==> src/rtl/pipe_hazard_ctrl_if.sv <==
// Hazard-control bundle: pipeline status in, PC/latch controls and status out.
interface pipe_hazard_ctrl_if #(
  parameter int unsigned CNT_W = 16
);
  logic             ihit;
  logic             dhit;
  logic             mem_dren;
  logic             mem_dwen;
  logic             halt_mem;
  logic             branch_taken;
  logic             jump_id;
  logic             ex_mem_read;
  logic [4:0]       ex_rd;
  logic [4:0]       id_rs;
  logic [4:0]       id_rt;
  logic             id_uses_rt;
  logic             pc_en;
  logic             ifid_en;
  logic             idex_en;
  logic             exmem_en;
  logic             memwb_en;
  logic             ifid_flush;
  logic             idex_flush;
  logic             exmem_flush;
  logic             halted;
  logic [2:0]       state;
  logic [CNT_W-1:0] stall_cnt;

  // Pipeline side: drives status, consumes controls.
  modport master (
    output ihit, dhit, mem_dren, mem_dwen, halt_mem, branch_taken, jump_id,
           ex_mem_read, ex_rd, id_rs, id_rt, id_uses_rt,
    input  pc_en, ifid_en, idex_en, exmem_en, memwb_en,
           ifid_flush, idex_flush, exmem_flush, halted, state, stall_cnt
  );

  // Hazard controller side.
  modport slave (
    input  ihit, dhit, mem_dren, mem_dwen, halt_mem, branch_taken, jump_id,
           ex_mem_read, ex_rd, id_rs, id_rt, id_uses_rt,
    output pc_en, ifid_en, idex_en, exmem_en, memwb_en,
           ifid_flush, idex_flush, exmem_flush, halted, state, stall_cnt
  );
endinterface

==> src/rtl/pipe_hazard_ctrl.sv <==
// Five-stage pipeline hazard controller: memory freezes, branch/jump flushes,
// load-use bubbles, halt, and a saturating stall-cycle counter.
module pipe_hazard_ctrl #(
  parameter int unsigned CNT_W = 16
) (
  input logic               CLK,
  input logic               nRST,
  pipe_hazard_ctrl_if.slave bus
);

  typedef enum logic [2:0] {
    RUN      = 3'd0,
    MEMWAIT  = 3'd1,
    LUBUBBLE = 3'd2,
    HALT     = 3'd3
  } state_e;

  state_e             state_q, state_d;
  logic               halted_q, halted_d;
  logic [CNT_W-1:0]   stall_cnt_q, stall_cnt_d;

  logic mempend_c, loaduse_c;
  logic pc_en_c, ifid_en_c, idex_en_c, exmem_en_c, memwb_en_c;
  logic ifid_flush_c, idex_flush_c, exmem_flush_c;

  // Hazard detection terms.
  always_comb begin
    mempend_c = (bus.mem_dren | bus.mem_dwen) & ~bus.dhit;
    loaduse_c = bus.ex_mem_read & (bus.ex_rd != 5'd0) &
                ((bus.ex_rd == bus.id_rs) |
                 (bus.id_uses_rt & (bus.ex_rd == bus.id_rt)));
  end

  // Next state and control outputs; priority chain in RUN/LUBUBBLE.
  always_comb begin
    state_d       = state_q;
    pc_en_c       = 1'b0;
    ifid_en_c     = 1'b0;
    idex_en_c     = 1'b0;
    exmem_en_c    = 1'b0;
    memwb_en_c    = 1'b0;
    ifid_flush_c  = 1'b0;
    idex_flush_c  = 1'b0;
    exmem_flush_c = 1'b0;
    unique case (state_q)
      RUN, LUBUBBLE: begin
        if (bus.halt_mem) begin
          // Let the halt retire into WB, bubble everything behind it.
          memwb_en_c    = 1'b1;
          exmem_flush_c = 1'b1;
          state_d       = HALT;
        end else if (mempend_c) begin
          state_d = MEMWAIT;
        end else if (bus.branch_taken) begin
          pc_en_c       = 1'b1;
          ifid_en_c     = 1'b1;
          idex_en_c     = 1'b1;
          exmem_en_c    = 1'b1;
          memwb_en_c    = 1'b1;
          ifid_flush_c  = 1'b1;
          idex_flush_c  = 1'b1;
          exmem_flush_c = 1'b1;
          state_d       = RUN;
        end else if (loaduse_c && (state_q == RUN)) begin
          // Hold IF/ID, insert a bubble into ID/EX.
          exmem_en_c   = 1'b1;
          memwb_en_c   = 1'b1;
          idex_flush_c = 1'b1;
          state_d      = LUBUBBLE;
        end else if (bus.jump_id && bus.ihit) begin
          pc_en_c      = 1'b1;
          ifid_en_c    = 1'b1;
          idex_en_c    = 1'b1;
          exmem_en_c   = 1'b1;
          memwb_en_c   = 1'b1;
          ifid_flush_c = 1'b1;
          state_d      = RUN;
        end else if (!bus.ihit) begin
          idex_en_c    = 1'b1;
          exmem_en_c   = 1'b1;
          memwb_en_c   = 1'b1;
          ifid_flush_c = 1'b1;
          state_d      = RUN;
        end else begin
          pc_en_c    = 1'b1;
          ifid_en_c  = 1'b1;
          idex_en_c  = 1'b1;
          exmem_en_c = 1'b1;
          memwb_en_c = 1'b1;
          state_d    = RUN;
        end
      end
      MEMWAIT: begin
        // Halt/branch stay latched in MEM and are seen again once back in RUN.
        if (bus.dhit) begin
          pc_en_c      = bus.ihit;
          ifid_en_c    = bus.ihit;
          idex_en_c    = 1'b1;
          exmem_en_c   = 1'b1;
          memwb_en_c   = 1'b1;
          ifid_flush_c = ~bus.ihit;
          state_d      = RUN;
        end
      end
      HALT: state_d = HALT;
      default: state_d = RUN;
    endcase
  end

  // Status register next values; counter saturates instead of wrapping.
  always_comb begin
    halted_d    = (state_d == HALT);
    stall_cnt_d = stall_cnt_q;
    if (!pc_en_c && (state_q != HALT) && (stall_cnt_q != {CNT_W{1'b1}}))
      stall_cnt_d = stall_cnt_q + CNT_W'(1);
  end

  // State and status registers.
  always_ff @(posedge CLK or negedge nRST) begin
    if (!nRST) begin
      state_q     <= RUN;
      halted_q    <= 1'b0;
      stall_cnt_q <= '0;
    end else begin
      state_q     <= state_d;
      halted_q    <= halted_d;
      stall_cnt_q <= stall_cnt_d;
    end
  end

  // Controls are held inactive for as long as reset is asserted.
  always_comb begin
    bus.pc_en       = pc_en_c       & nRST;
    bus.ifid_en     = ifid_en_c     & nRST;
    bus.idex_en     = idex_en_c     & nRST;
    bus.exmem_en    = exmem_en_c    & nRST;
    bus.memwb_en    = memwb_en_c    & nRST;
    bus.ifid_flush  = ifid_flush_c  & nRST;
    bus.idex_flush  = idex_flush_c  & nRST;
    bus.exmem_flush = exmem_flush_c & nRST;
    bus.halted      = halted_q;
    bus.state       = state_q;
    bus.stall_cnt   = stall_cnt_q;
  end

endmodule

==> src/flat_wrapper.sv <==
// flat-port wrapper written by rule: the top's interface ports become plain ports
module pipe_hazard_ctrl_flat 
#(
  parameter int unsigned CNT_W = 16
)
  (CLK, nRST, bus_ihit, bus_dhit, bus_mem_dren, bus_mem_dwen, bus_halt_mem, bus_branch_taken, bus_jump_id, bus_ex_mem_read, bus_ex_rd, bus_id_rs, bus_id_rt, bus_id_uses_rt, bus_pc_en, bus_ifid_en, bus_idex_en, bus_exmem_en, bus_memwb_en, bus_ifid_flush, bus_idex_flush, bus_exmem_flush, bus_halted, bus_state, bus_stall_cnt);
  pipe_hazard_ctrl_if #(.CNT_W(CNT_W)) bus_i ();
  input logic CLK;
  input logic nRST;
  input wire logic [$bits(bus_i.ihit)-1:0] bus_ihit;
  input wire logic [$bits(bus_i.dhit)-1:0] bus_dhit;
  input wire logic [$bits(bus_i.mem_dren)-1:0] bus_mem_dren;
  input wire logic [$bits(bus_i.mem_dwen)-1:0] bus_mem_dwen;
  input wire logic [$bits(bus_i.halt_mem)-1:0] bus_halt_mem;
  input wire logic [$bits(bus_i.branch_taken)-1:0] bus_branch_taken;
  input wire logic [$bits(bus_i.jump_id)-1:0] bus_jump_id;
  input wire logic [$bits(bus_i.ex_mem_read)-1:0] bus_ex_mem_read;
  input wire logic [$bits(bus_i.ex_rd)-1:0] bus_ex_rd;
  input wire logic [$bits(bus_i.id_rs)-1:0] bus_id_rs;
  input wire logic [$bits(bus_i.id_rt)-1:0] bus_id_rt;
  input wire logic [$bits(bus_i.id_uses_rt)-1:0] bus_id_uses_rt;
  output wire logic [$bits(bus_i.pc_en)-1:0] bus_pc_en;
  output wire logic [$bits(bus_i.ifid_en)-1:0] bus_ifid_en;
  output wire logic [$bits(bus_i.idex_en)-1:0] bus_idex_en;
  output wire logic [$bits(bus_i.exmem_en)-1:0] bus_exmem_en;
  output wire logic [$bits(bus_i.memwb_en)-1:0] bus_memwb_en;
  output wire logic [$bits(bus_i.ifid_flush)-1:0] bus_ifid_flush;
  output wire logic [$bits(bus_i.idex_flush)-1:0] bus_idex_flush;
  output wire logic [$bits(bus_i.exmem_flush)-1:0] bus_exmem_flush;
  output wire logic [$bits(bus_i.halted)-1:0] bus_halted;
  output wire logic [$bits(bus_i.state)-1:0] bus_state;
  output wire logic [$bits(bus_i.stall_cnt)-1:0] bus_stall_cnt;
  assign bus_i.ihit = bus_ihit;
  assign bus_i.dhit = bus_dhit;
  assign bus_i.mem_dren = bus_mem_dren;
  assign bus_i.mem_dwen = bus_mem_dwen;
  assign bus_i.halt_mem = bus_halt_mem;
  assign bus_i.branch_taken = bus_branch_taken;
  assign bus_i.jump_id = bus_jump_id;
  assign bus_i.ex_mem_read = bus_ex_mem_read;
  assign bus_i.ex_rd = bus_ex_rd;
  assign bus_i.id_rs = bus_id_rs;
  assign bus_i.id_rt = bus_id_rt;
  assign bus_i.id_uses_rt = bus_id_uses_rt;
  assign bus_pc_en = bus_i.pc_en;
  assign bus_ifid_en = bus_i.ifid_en;
  assign bus_idex_en = bus_i.idex_en;
  assign bus_exmem_en = bus_i.exmem_en;
  assign bus_memwb_en = bus_i.memwb_en;
  assign bus_ifid_flush = bus_i.ifid_flush;
  assign bus_idex_flush = bus_i.idex_flush;
  assign bus_exmem_flush = bus_i.exmem_flush;
  assign bus_halted = bus_i.halted;
  assign bus_state = bus_i.state;
  assign bus_stall_cnt = bus_i.stall_cnt;
  pipe_hazard_ctrl #(.CNT_W(CNT_W)) u_core (.CLK(CLK), .nRST(nRST), .bus(bus_i));
endmodule
==> config.mk <==
export PLATFORM = sky130hd
export DESIGN_NAME = pipe_hazard_ctrl_flat
export DESIGN_NICKNAME = d
export VERILOG_FILES = /design/src/rtl/pipe_hazard_ctrl_if.sv /design/src/rtl/pipe_hazard_ctrl.sv /design/src/flat_wrapper.sv
export SDC_FILE = /design/constraint.sdc
export NUM_CORES = 1
export LEC_CHECK = 0
export ABC_AREA = 1
export BUFFER_PORTS_ARGS = -buffer_cell sky130_fd_sc_hd__buf_2
export CORE_ASPECT_RATIO = 0.75
export CORE_UTILIZATION = 41
export CTS_BUF_LIST = sky130_fd_sc_hd__clkbuf_4
export CTS_CLUSTER_DIAMETER = 80
export DETAILED_ROUTE_END_ITERATION = 10
export PLACE_DENSITY = 0.73
export SLEW_MARGIN = 20
export SYNTH_ARGS = -nofsm -noshare
export SYNTH_HDL_FRONTEND = slang
export SYNTH_SLANG_ARGS = --single-unit
==> constraint.sdc <==
create_clock -name CLK -period 2.1 [get_ports CLK]
set_clock_uncertainty 0.05 [all_clocks]
set_input_delay 0.105 -clock CLK [delete_from_list [all_inputs] [get_ports CLK]]
set_output_delay 0.105 -clock CLK [all_outputs]
set_load 0.1 [all_outputs]
# Word-level counts from Yosys, hierarchy flattened
# Index checks and enable logic that the tools add are counted.
# totals
reg_bits	20
inputBits	26
out_inout_bits	28
wordCells	77
# classes
n_addsub	1
eq_ne	8
n_mux	42
bitwise_logic	15
n_reduce_logical	8
# ops
cell	n
$mux W1	31
$add A16 B1 Y16 const B	1
$ne A16 B16 Y1 const B	1
$mux W3	4
$and A1 B1 Y1	11
$eq A5 B5 Y1	2
$pmux W1 S2	5
$eq A3 B2 Y1 const B	3
$pmux W3 S3	1
$reduce_bool A5 Y1	1
$logic_and A1 B1 Y1	4
$eq A3 B1 Y1 const B	1
$logic_not A3 Y1	1
$ne A3 B2 Y1 const B	1
$mux W2	1
$not A1 Y1	2
$or A1 B1 Y1	2
$reduce_or A2 Y1	1
$logic_not A1 Y1	1

# Depth between registers and ports, before layout
# Gate-level depths: netlist of the first run.
# logic_depth
word_depth	13
mapped_depth	14
depth_no_buf	13

# Least setup slack after synthesis of the first run
# No wires, ideal clock.
# synth_path
kind	register to output
from	reg u_core.state_q[0], in the netlist u_core.bus.state[0]
to	out bus_pc_en
t_arrival_ns	3.626
t_required_ns	1.945
slack_ns	-1.681
stages_incl_launch_ff	11
path_buffers	2
cell_sequence	dfrtp_1 -> inv_1 -> nor2_1 -> inv_1 -> nor2_1 -> nand3_1 -> nand2_4 -> nand2_8 -> buf_4 -> nor2_1 -> buf_4
# synth_via
elab_chain_cells	8
elab_cells_between_ends	11
cone_classes	eq/ne (2); mux (5); bitwise (1); reduce/logical (3)
# synth_rtl
item	line_no	text
from (decl)	pipe_hazard_ctrl.sv:18	state_e state_q, state_d;
from (signal assigned)	pipe_hazard_ctrl.sv:125	state_q <= state_d;
$logic_not A3 Y1	n/a	
$logic_and A1 B1 Y1	pipe_hazard_ctrl.sv:64	end else if (loaduse_c && (state_q == RUN)) begin
$mux W1 (4 in series)	n/a	
$pmux W1 S2 (*)	n/a	
$and A1 B1 Y1 (*)	n/a	
to (decl)	flat_wrapper.sv:22	output wire logic [$bits(bus_i.pc_en)-1:0] bus_pc_en;
# Mark *: on every way between the ends. The rest lies on a longest branch, timed or not.

# Worst setup path in the final report of the first run
# layout_path
from	reg u_core.state_q[2], in the netlist u_core.bus.state[2]
to	out bus_exmem_flush
# layout_via
elab_chain_cells	4
elab_cells_between_ends	5
cone_classes	eq/ne (1); mux (1); bitwise (1); reduce/logical (2)
# layout_rtl
item	line_no	text
$eq A3 B2 Y1 or $logic_not A3 Y1 (tied branches)	pipe_hazard_ctrl.sv:45	unique case (state_q)
$reduce_or A2 Y1 (*)	pipe_hazard_ctrl.sv:45	
$mux W1 (*)	pipe_hazard_ctrl.sv:45	
$and A1 B1 Y1 (*)	pipe_hazard_ctrl.sv:140	bus.exmem_flush = exmem_flush_c & nRST;
to (decl)	flat_wrapper.sv:29	output wire logic [$bits(bus_i.exmem_flush)-1:0] bus_exmem_flush;
# Marks and branches as above.

==> results by stage, run 1 <==
Yosys:
- The synthesized netlist contains 34 unique library cells.
- After synthesis, the cell types taking the most area are dfrtp_1 32%, nand2_1 18%, nand4_1 8.4%.
- Counting flops and latches in the post-synthesis netlist gives 20.
- In the synthesized netlist the dominant register cell turns out to be dfrtp_1.
- The total of warnings raised by yosys is 0.
- Counting flops with an async set or reset pin after synthesis yields a share of 1.000.
- Synthesis produced a netlist with a net count of 260.
- Yosys mapped a number of flops with a built-in enable equal to 0.
- Of the post-synthesis cell area, the dominant cell type holds 0.3182.
- Summed over all instances, the cell type with the most area after synthesis is dfrtp_1.
- A synthesized cell averages 6.750 sq um.
- The post-synth design cell area is 1573 sq um.
- Synthesis produced 233 cells.
- The share of the Yosys chip area taken by registers is 0.3182.

STA:
- Setup repair after global routing could not meet its margin everywhere.
- The number of endpoints failing setup at the final stage is 0.
- The minimum clock period after layout is 1.999 ns.
- The final-report hold violation count is 0.
- Of the available clock period, the critical path in the final layout requires 0.9520.
- Timing would allow up to 0.5002 GHz.
- The max-slew violation count is 0.
- In the final timing run, aggregate negative setup slack is 0 ns.

Floorplan:
- The die height is 55.64 um.
- The die extent in x is 73.52 um.
- Row generation in the floorplan step produced 19 rows.
- The core region area is 3661 sq um.
- The die covers 4090 sq um.
- The number of placed I/O pins is 54.
- The initial utilization of the core area, before any placement, comes to 0.4296.

Job:
- Max-cap violations in this run came to 0.

Power and ir drop:
- In this run the static leakage power is 1.134 nW.
- The share of power burned in registers is 0.297.
- The design draws 2.049 mW.
- The maximum resistive drop on vdd is 839.1 uV.
- Of the total power, the clock network draws 0.151.
- The switching part of the total power is 0.5428.
- The portion of total power attributed to combinational logic is 0.552.
- Power spread over the standard cell area amounts to 925.9 nW/um^2.
- In this run the power spent charging and discharging nets is 1.112 mW.
- The internal portion of the total power is 0.9370 mW.

Route:
- In the routed design, unresolved DRC markers number 0.
- The post-detailed-routing wire length is 3760 um.
- Using the TritonRoute via totals, the vias-per-cell ratio works out to 4.761.
- The via count of the routed design is 1652.
- The detail route stage leaves a number of antenna-violating nets equal to 0.
- In the final routed layout, each cell accounts on average for 10.84 um.
- The first detailed-routing pass ran for 4 iterations.
- The first routing iteration left 65 violations.

Clock tree:
- CTS placed an instance of clkbuf_4 at the clock tree root.
- The number of sinks handled by clock tree synthesis is 20.
- The clock latency on the worst-skew pair is 0.30 ns.
- The clock passes through at most 2 buffers.
- Clock-pin slew was measured on the worst setup and hold paths at 0.11 ns.
- The number of buffers inserted during clock tree synthesis is 3.
- The TritonCTS clock tree is yes.
- In this run the number of H-tree levels came out at 1.

Finish:
- Of the cells placed in the final design, the portion with a size suffix greater than 1 is 0.3797.
- For this run, the post-layout net count is 323.
- Across the whole layout, storage elements account for 526.8 sq um.
- The non-filler instance count after layout is 347.
- Measured on the finished design, the core utilization comes to 0.6046.
- The number of antenna diodes is 0.
- The growth of design area from synthesis to finish is 40.73%.
- The area of combinational cells with multiple inputs is 991.0 sq um.
- Fill cells in the final layout number 336.

GRT:
- The number of global-route vias before repair was 1562.
- The overall track demand over capacity in global routing is 0.2039.
- The pin count of the biggest net entering global routing is 21.
- The first global-routing pass estimated 6699 um of wire.
- The number of antenna violations at the first check in global routing is 0.
- The leftover overflow at the end of global routing is 0.

Critical path:
- STA classifies the critical path endpoint as an output port.
- At the worst endpoint, the arrival time is 1.84 ns.
- The worst setup path is launched from a flip-flop.
- The logic depth of the worst register-to-register path is 9.
- In this run the critical register-to-register path is captured at u_core.bus.stall_cnt[0]$_DFFE_PN0P_.
- The type of the worst setup path is reg2out.
- The setup check on the worst reg-to-reg path leaves a slack of 0.20 ns.
- Data on the critical path is required at its endpoint by 1.95 ns.
- The top fanout value on the critical path is 3.
- The launching point of the worst reg2reg path is u_core.bus.stall_cnt[0]$_DFFE_PN0P_.

Min path:
- Counting instances, the worst hold path has a depth of 4.
- The critical hold path startpoint is bus_dhit.
- The path with the worst hold slack has its endpoint at u_core.bus.state[0]$_DFF_PN0_.
- The worst hold path belongs to the class in2reg.

Placed design:
- Summed over all nets, the half-perimeter wirelength after detailed placement is 3029 um.
- Including well taps, the total number of placed cells is 337.
- The count of port buffers added during placement is 53.
- The routability congestion estimate from global placement is 0.9003.

Run status:
- The run finished with clean final reports.
## power groups by stage
stage,combinational (mW),sequential (mW),clock [mW]
after floorplan,0.375,1.14,0
after global placement,1.11,0.611,0
after detailed placement,1.12,0.618,0
after CTS,1.13,0.609,0.323
after global routing,1.20,0.625,0.333
final,1.13,0.610,0.309
## flip-flops by register name, summed over array words and instances (netlist names)
signal,count
u_core.bus.state,3
u_core.bus.halted,1
u_core.bus.stall_cnt,16
## worst max-delay path: stages (launching register included)
cell	delay [ns]
dfrtp_4	0.51
nor2_4	0.13
buf_4	0.12
o21ai_0	0.15
a211oi_4	0.18
buf_2	0.45
## through the flow
stage | setup WS (ns) | hold slack [ns] | instance area, sq um
2_1_floorplan | -0.2733 | -0.2406 | 1689
3_3_place_gp | 0.2080 | 0.1177 | 2096
3_5_place_dp | 0.1840 | 0.1022 | 2096
4_1_cts | 0.01729 | 0.1269 | 2191
5_1_grt | -0.04575 | 0.1606 | 2213
6_report | 0.1007 | 0.1388 | 2213
## per-layer routing
metal  part of all wire  global-route usage  wire (um)
met5                  0                   0          0
met4             0.0051             0.03571         19
met3              0.059             0.03804        222
met1               0.49              0.2855       1838
met2               0.45              0.3316       1679
## area by class of cell
class                      count  share of cell area
sequential                    20              0.2380
multi-input combinational    171              0.4477
inverter                      36             0.06105
clock inverter                 1             0.01357
tap                           52             0.02940
clock buffer                   3             0.01018
timing repair buffer          64              0.2001
## kinds of logic after synthesis
logic type,share of synthesized area
buffers and inverters,0.1114
XOR/XNOR,0.07240
AND/OR/NAND/NOR,0.4383
adder cells (fa/ha/maj),0.007954
AO/OA/AOI/OAI,0.04933
flip-flops,0.3182
other,0.002384
## cells in the mapped netlist (2+ instances only)
| cell | n |
|---|---|
| nand4_1 | 21 |
| dfrtp_1 | 20 |
| xor2_1 | 7 |
| nor3_2 | 3 |
| nand2_1 | 76 |
| inv_1 | 29 |
| o21ai_0 | 3 |
| buf_4 | 2 |
| a21oi_1 | 4 |
| xnor2_1 | 6 |
| nor2_1 | 18 |
| inv_2 | 6 |
| nand2_2 | 4 |
| nor2_2 | 2 |
| nand3_1 | 10 |
| buf_2 | 2 |
| nor3_1 | 3 |
## placed cells by master (no fill, tap or decap), types with 2 or more instances in the layout
cell type,count
dfrtp_4,4
nand3_2,2
nand2_4,2
buf_2,46
dfrtp_1,7
nand3_1,9
nand2_2,4
nor3_2,3
clkbuf_4,3
nor2_4,3
buf_12,6
nand2_1,75
xor2_1,7
inv_1,27
dfrtp_2,9
buf_4,11
nor2_2,2
inv_2,8
a21oi_4,3
nor2_1,15
o21ai_0,2
xnor2_1,6
nor3_1,3
nand4_1,21
## worst max path at each step
stage                                  startpoint                                  end  slack [ns]  cells past startpoint
floorplan           u_core.bus.state[0]$_DFF_PN0_                            bus_pc_en       -0.27                     10
global placement    u_core.bus.state[0]$_DFF_PN0_  u_core.bus.stall_cnt[9]$_DFFE_PN0P_        0.21                     12
detailed placement  u_core.bus.state[0]$_DFF_PN0_  u_core.bus.stall_cnt[0]$_DFFE_PN0P_        0.18                     12
CTS                 u_core.bus.state[2]$_DFF_PN0_                       bus_ifid_flush        0.02                      7
global route        u_core.bus.state[2]$_DFF_PN0_                       bus_ifid_flush       -0.05                     10
finish              u_core.bus.state[2]$_DFF_PN0_                      bus_exmem_flush        0.10                      5
## repair_timing
action | 4_1_cts | 5_1_grt
endpoints found under the hold margin | 20 | 0
hold buffers | 1 | 0
pin swaps | 1 | 3
gates cloned | 0 | 0
endpoints found under the setup margin | 2 | 17
resized for setup | 3 | 2
setup buffers | 3 | 2
(Power assumes the default switching activity.)
==> run 2: changes to the inputs <==
Settings changed: SETUP_SLACK_MARGIN from default to 0.3.
Clock period 2.1 ns to 2 ns, I/O delays scaled along.
==> results by stage, run 2 (synthesis gave the netlist of run 1 again) <==
Run status:
- Outcome: finished, final reports clean (unchanged).

GRT:
- The first-pass GRT wire length is 7355 um (was 6699 um).
- The leftover overflow at the end of global routing was 0 (unchanged).
- The number of antenna violations at the first check in global routing was 0 (unchanged).
- The overall track demand over capacity in global routing is 0.2257 (was 0.2039).
- The pin count of the biggest net entering global routing was 21 (unchanged).
- The number of global-route vias before repair is 1637 (was 1562).

Clock tree:
- The TritonCTS clock tree is yes (unchanged).
- The number of buffers on the longest clock path is 2 (unchanged).
- The number of sinks handled by clock tree synthesis came to 20 (unchanged).
- The clock latency on the worst-skew pair is 0.30 ns (about the same).
- The H-tree depth is 1 (unchanged).
- The clock root buffer master is clkbuf_4 (unchanged).
- The number of buffers inserted during clock tree synthesis was 3 (unchanged).
- The post-CTS clock slew at the launch and capture registers of the worst setup and hold paths came to 0.11 ns (about the same).

STA:
- Of the available clock period, the critical path in the final layout requires 0.9930.
- Static timing analysis puts the maximum clock frequency at 0.5035 GHz.
- The minimum clock period after layout is 1.986 ns.
- The final setup slack of the worst path came to 0.01407 ns (was 0.1007 ns).
- The final-report hold violation count is 0 (unchanged).
- The max-slew violation count is 0 (unchanged).
- Measured against its own limit, the worst slew margin works out to 0.3984.
- The number of endpoints failing setup at the final stage is 0 (unchanged).
- The slew at the pin closest to its max-slew limit is 0.8994 ns.
- Setup repair after global routing missed its margin: yes (unchanged).

Critical path:
- The required time at the worst-slack endpoint is 1.85 ns (was 1.95 ns).
- The kind of end point of the critical path is an output port (unchanged).
- The top fanout value on the critical path is 3 (unchanged).
- The logic depth of the worst register-to-register path was 13 (was 9).
- The type of the worst setup path is reg2out (unchanged).
- The arrival time reported for the critical path endpoint came to 1.84 ns (about the same).
- The startpoint type of the worst setup path is a flip-flop (unchanged).

Placed design:
- The count of port buffers added during placement is 53 (unchanged).
- The sum of net half-perimeters after detailed placement came to 3090 um (was 3029 um).
- The standard cell area after detailed placement is 2136 sq um (was 2096 sq um).
- The routability congestion estimate from global placement is 0.8830 (was 0.9003).
- The setup slack at placement came to 0.1451 ns (was 0.1840 ns).

Power and ir drop:
- The leakage power of the design came to 1.233 nW (was 1.134 nW).
- The power per standard cell area came to 880.3 nW/um^2 (was 925.9 nW/um^2).
- The maximum resistive drop on vdd is 1045 uV (was 839.1 uV).

Finish:
- The share of final-layout standard cells stronger than drive strength 1 is 0.4851 (was 0.3797).
- The flip-flop count of the largest register, all copies and words added was 16 (unchanged).
- The number of antenna diodes is 0 (unchanged).
- The design area was 2441 sq um (was 2213 sq um).
- The share of the core filled with cells is 0.6668 (was 0.6046).
- Commonest cells after routing, fill and taps aside: 59 x nand2_1, 45 x buf_2, 27 x inv_1, 21 x nand4_1, 18 x nand2_2 (was 75 x nand2_1, 46 x buf_2, 27 x inv_1, 21 x nand4_1, 15 x nor2_1).
- The commonest non-fill, non-tap cell in the layout is nand2_1 (unchanged).
- The growth of design area from synthesis to finish was 55.21% (was 40.73%).
- The filler cell count is 328 (was 336).
- The net total in the final layout is 331 (was 323).

Floorplan:
- The die extent in x is 73.52 um (unchanged).
- The area of the die was 4090 sq um (unchanged).
- The number of placed I/O pins was 54 (unchanged).
- The core region area is 3661 sq um (unchanged).
- The row count is 19 (unchanged).
- The initial core utilization is 0.4296 (unchanged).
- The die height was 55.64 um (unchanged).

Route:
- The post-detailed-route count of antenna-violating nets is 0 (unchanged).
- The first-iteration detailed-routing DRC count came to 55 (was 65).
- The via count of the routed design came to 1750 (was 1652).
- The number of DRC violations after detailed routing came to 0 (unchanged).
- The average wire per cell in the routed design was 12.44 um (was 10.84 um).
- The post-detailed-routing wire length is 4416 um (was 3760 um).
- The via density per instance is 4.930 (was 4.761).
- The number of iterations in the first detailed-routing pass is 4 (unchanged).

Min path:
- The worst min-delay path category is in2reg (unchanged).
- The count of cells along the worst hold path was 4 (unchanged).

Job:
- The count of max-cap constraint violations was 0 (unchanged).
## run 2: cell count changes in the layout (fill, tap and decap cells not counted), sizes merged
cell	delta
buf	+7
bufinv	-1
clkinv	+1
nand3	+1
## run 2: stage by stage
stage / hold slack (ns) / power, mW / setup TNS [ns] / cells
after floorplan: -0.2456 / 1.617 / -0.9085 / 233
after global placement: 0.06213 / 1.840 / 0 / 336
after detailed placement: 0.06384 / 1.864 / 0 / 336
after CTS: 0.1268 / 2.114 / 0 / 350
after global routing: 0.1809 / 2.261 / -0.2360 / 355
final: 0.1571 / 2.149 / 0 / 355
## run 2: what timing repair did
item                       in CTS  in global routing
setup buffers                   7                  5
setup endpoints to repair      24                 25
hold endpoints to repair       20                  0
pin swaps                      11                 11
cloned                          2                  0
resized for setup              16                 22
hold buffers                    1                  0
## run 2: worst paths after layout
| path | startpoint | end | slack (ns) |
|---|---|---|---|
| setup / recovery | u_core.bus.state[0]$_DFF_PN0_ | bus_ifid_flush | 0.01 |
| hold / removal | bus_dhit | u_core.bus.state[0]$_DFF_PN0_ | 0.16 |
| setup reg to reg | u_core.bus.state[0]$_DFF_PN0_ | u_core.bus.stall_cnt[9]$_DFFE_PN0P_ | 0.11 |
| hold reg to reg | u_core.bus.stall_cnt[15]$_DFFE_PN0P_ | u_core.bus.stall_cnt[15]$_DFFE_PN0P_ | 0.49 |
| max in group asynchronous | nRST | u_core.bus.stall_cnt[1]$_DFFE_PN0P_ | 0.72 |
| min in group asynchronous | nRST | u_core.bus.stall_cnt[7]$_DFFE_PN0P_ | 0.54 |
## run 2: area by class of cell
| class | instances | area, sq um | area share |
|---|---|---|---|
| Tap cell | 52 | 65.06 | 0.02665 |
| Inverter | 36 | 135.1 | 0.05536 |
| Clock inverter | 1 | 3.754 | 0.001538 |
| Timing Repair Buffer | 71 | 575.6 | 0.2358 |
| Multi-Input combinational cell | 172 | 1102 | 0.4516 |
| Sequential cell | 20 | 536.8 | 0.2199 |
| Clock buffer | 3 | 22.52 | 0.009226 |
## run 2: routing by layer
| metal | track usage | wire length (um) | vias to the layer above |
|---|---|---|---|
| met5 | 0 | 0 | - |
| met4 | 0.03297 | 23 | 0 |
| met3 | 0.03986 | 274 | 2 |
| met2 | 0.3512 | 2071 | 54 |
| met1 | 0.3337 | 2047 | 809 |
| li1 | - | - | 885 |
## run 2: critical path: stages, from the launching register on
cell     delay (ns)
dfrtp_4        0.51
nor2_4         0.12
inv_2          0.05
nor2_1         0.08
o21ai_1        0.07
inv_1          0.08
nand3_2        0.10
nand2_4        0.12
nor2_2         0.04
o21a_4         0.20
buf_12         0.16
## run 2: power by group
part	leakage, nW	switching [mW]	total (mW)	internal, mW
combinational	0.981	0.970	1.31	0.335
sequential	0.236	0.131	0.643	0.513
clock	0.0154	0.128	0.200	0.0727
total	1.23	1.23	2.15	0.921
==> run 3: changes to the inputs <==
Settings changed: RECOVER_POWER from default to 50.
==> results by stage, run 3 (synthesis gave the netlist of run 1 again) <==
Run status:
- Outcome: finished, final reports clean (unchanged).

GRT:
- The pin count of the biggest net entering global routing is 21 (unchanged).
- The number of antenna violations at the first check in global routing came to 0 (unchanged).
- The number of global-route vias before repair is 1637 (unchanged).
- The overall track demand over capacity in global routing came to 0.2257 (unchanged).
- The leftover overflow at the end of global routing is 0 (unchanged).
- The first-pass GRT wire length was 7355 um (unchanged).

Finish:
- The share of final-layout standard cells stronger than drive strength 1 is 0.4653 (was 0.4851).
- The filler cell count is 333 (was 328).
- Commonest cells after routing, fill and taps aside: 59 x nand2_1, 27 x inv_1, 27 x buf_2, 21 x nand4_1, 18 x nand2_2 (was 59 x nand2_1, 45 x buf_2, 27 x inv_1, 21 x nand4_1, 18 x nand2_2).
- The flip-flop count of the largest register, all copies and words added came to 16 (unchanged).
- The commonest non-fill, non-tap cell in the layout is nand2_1 (unchanged).
- The net total in the final layout was 331 (unchanged).
- The number of antenna diodes was 0 (unchanged).
- The growth of design area from synthesis to finish is 54.57% (was 55.21%).
- The share of the core filled with cells came to 0.6640 (was 0.6668).

Min path:
- The count of cells along the worst hold path is 4 (unchanged).
- The worst min-delay path category is in2reg (unchanged).
- The critical hold path startpoint is bus_dhit (unchanged).
- The worst-case hold path end point is u_core.bus.state[0]$_DFF_PN0_ (unchanged).

Floorplan:
- The row count is 19 (unchanged).
- The area of the die is 4090 sq um (unchanged).
- The core region area is 3661 sq um (unchanged).
- The number of placed I/O pins is 54 (unchanged).
- The die height is 55.64 um (unchanged).
- The die extent in x is 73.52 um (unchanged).
- The initial core utilization is 0.4296 (unchanged).

Power and ir drop:
- The leakage power of the design is 1.202 nW (was 1.233 nW).
- The total design power is 2.146 mW (was 2.149 mW).
- The maximum resistive drop on vdd came to 1042 uV (was 1045 uV).
- The power per standard cell area is 882.7 nW/um^2 (was 880.3 nW/um^2).

STA:
- The minimum clock period after layout is 1.986 ns (about the same).
- The worst slew margin relative to its limit is 0.2310 (was 0.3984).
- The max-slew violation count was 0 (unchanged).
- Setup repair after global routing missed its margin: yes (unchanged).
- The final-report hold violation count is 0 (unchanged).
- The slew at the pin closest to its max-slew limit was 1.159 ns (was 0.8994 ns).
- The highest attainable clock frequency is 0.5035 GHz (about the same).
- The part of the cycle the worst path needs was 0.9931 (was 0.9930).
- The number of endpoints failing setup at the final stage was 0 (unchanged).

Route:
- The number of DRC violations after detailed routing was 0 (unchanged).
- The average wire per cell in the routed design was 12.37 um (was 12.44 um).
- The via density per instance came to 4.924 (was 4.930).
- The post-detailed-routing wire length is 4391 um (was 4416 um).
- The post-detailed-route count of antenna-violating nets is 0 (unchanged).
- The first-iteration detailed-routing DRC count is 51 (was 55).
- The via count of the routed design is 1748 (was 1750).
- The number of iterations in the first detailed-routing pass is 4 (unchanged).

Job:
- The count of max-cap constraint violations came to 0 (unchanged).

Critical path:
- The top fanout value on the critical path came to 3 (unchanged).
- The type of the worst setup path is reg2out (unchanged).
- The launching point of the worst reg2reg path is u_core.bus.state[0]$_DFF_PN0_ (unchanged).
- The arrival time reported for the critical path endpoint is 1.84 ns (about the same).
- The startpoint type of the worst setup path is a flip-flop (unchanged).
- The required time at the worst-slack endpoint is 1.85 ns (about the same).
- The kind of end point of the critical path was an output port (unchanged).
- The worst flop-to-flop path endpoint is u_core.bus.stall_cnt[9]$_DFFE_PN0P_ (unchanged).
- The reg2reg setup slack is 0.11 ns (about the same).
- The logic depth of the worst register-to-register path came to 13 (unchanged).

Clock tree:
- The clock root buffer master is clkbuf_4 (unchanged).
- The H-tree depth was 1 (unchanged).
- The clock latency on the worst-skew pair came to 0.30 ns (about the same).
- The TritonCTS clock tree is yes (unchanged).
- The number of buffers on the longest clock path was 2 (unchanged).
- The number of sinks handled by clock tree synthesis was 20 (unchanged).
- The post-CTS clock slew at the launch and capture registers of the worst setup and hold paths was 0.12 ns (was 0.11 ns).
- The number of buffers inserted during clock tree synthesis is 3 (unchanged).

Placed design:
- The count of port buffers added during placement is 53 (unchanged).
- The routability congestion estimate from global placement was 0.8830 (unchanged).
- The sum of net half-perimeters after detailed placement came to 3090 um (unchanged).
run 3: cell types whose count changed in the layout (fill, tap and decap cells not counted), sizes merged:
cell / before / now
buf: 70 / 51
clkbuf: 3 / 22
run 3: layout make-up:
type                            count  area, sq um  area share
Clock buffer                        3        22.52    0.009264
Clock inverter                      1        3.754    0.001544
Inverter                           36        135.1     0.05558
Multi-Input combinational cell    172         1102      0.4534
Sequential cell                    20        536.8      0.2208
Tap cell                           52        65.06     0.02676
Timing Repair Buffer               71        565.5      0.2326
run 3: worst max-delay path: stages (launching register included):
cell     delay, ns
dfrtp_4       0.51
nor2_4        0.12
inv_2         0.05
nor2_1        0.08
o21ai_1       0.07
inv_1         0.08
nand3_2       0.10
nand2_4       0.12
nor2_2        0.04
o21a_4        0.20
buf_12        0.16
run 3: worst max-delay path by stage:
| stage | startpoint | end | slack, ns |
|---|---|---|---|
| floorplan | u_core.bus.state[0]$_DFF_PN0_ | bus_pc_en | -0.34 |
| global placement | u_core.bus.stall_cnt[0]$_DFFE_PN0P_ | u_core.bus.stall_cnt[9]$_DFFE_PN0P_ | 0.20 |
| detailed placement | u_core.bus.state[0]$_DFF_PN0_ | u_core.bus.stall_cnt[7]$_DFFE_PN0P_ | 0.15 |
| CTS | u_core.bus.state[2]$_DFF_PN0_ | bus_ifid_flush | 0.05 |
| global route | u_core.bus.state[0]$_DFF_PN0_ | bus_ifid_flush | -0.08 |
| finish | u_core.bus.state[0]$_DFF_PN0_ | bus_ifid_flush | 0.01 |
run 3: report_power, final:
part,switching (mW),internal (mW),leakage [nW]
sequential,0.133,0.513,0.236
combinational,0.969,0.331,0.950
clock,0.128,0.0727,0.0154
total,1.23,0.917,1.20
run 3: timing repair:
item	CTS	global route
pin swaps	11	11
endpoints found under the hold margin	20	0
gates cloned	2	0
setup endpoints to repair	24	25
gates resized for setup	16	22
setup buffers	7	5
hold buffers	1	0
run 3: stage by stage:
step | hold slack, ns | setup slack, ns | setup TNS [ns] | cells | instance area [sq um]
finish | 0.1610 | 0.01380 | 0 | 355 | 2431
global route | 0.1809 | -0.07972 | -0.2358 | 355 | 2431
CTS | 0.1268 | 0.04688 | 0 | 350 | 2331
detailed placement | 0.06384 | 0.1451 | 0 | 336 | 2136
global placement | 0.06213 | 0.1995 | 0 | 336 | 2136
floorplan | -0.2456 | -0.3437 | -0.9085 | 233 | 1715
run 3: per-layer routing:
layer | share of wire | track usage | vias up
met3 | 0.066 | 0.03986 | 2
met1 | 0.46 | 0.3337 | 800
met4 | 0.0052 | 0.03297 | 0
met5 | 0 | 0 | -
met2 | 0.47 | 0.3512 | 61
li1 | - | - | 885
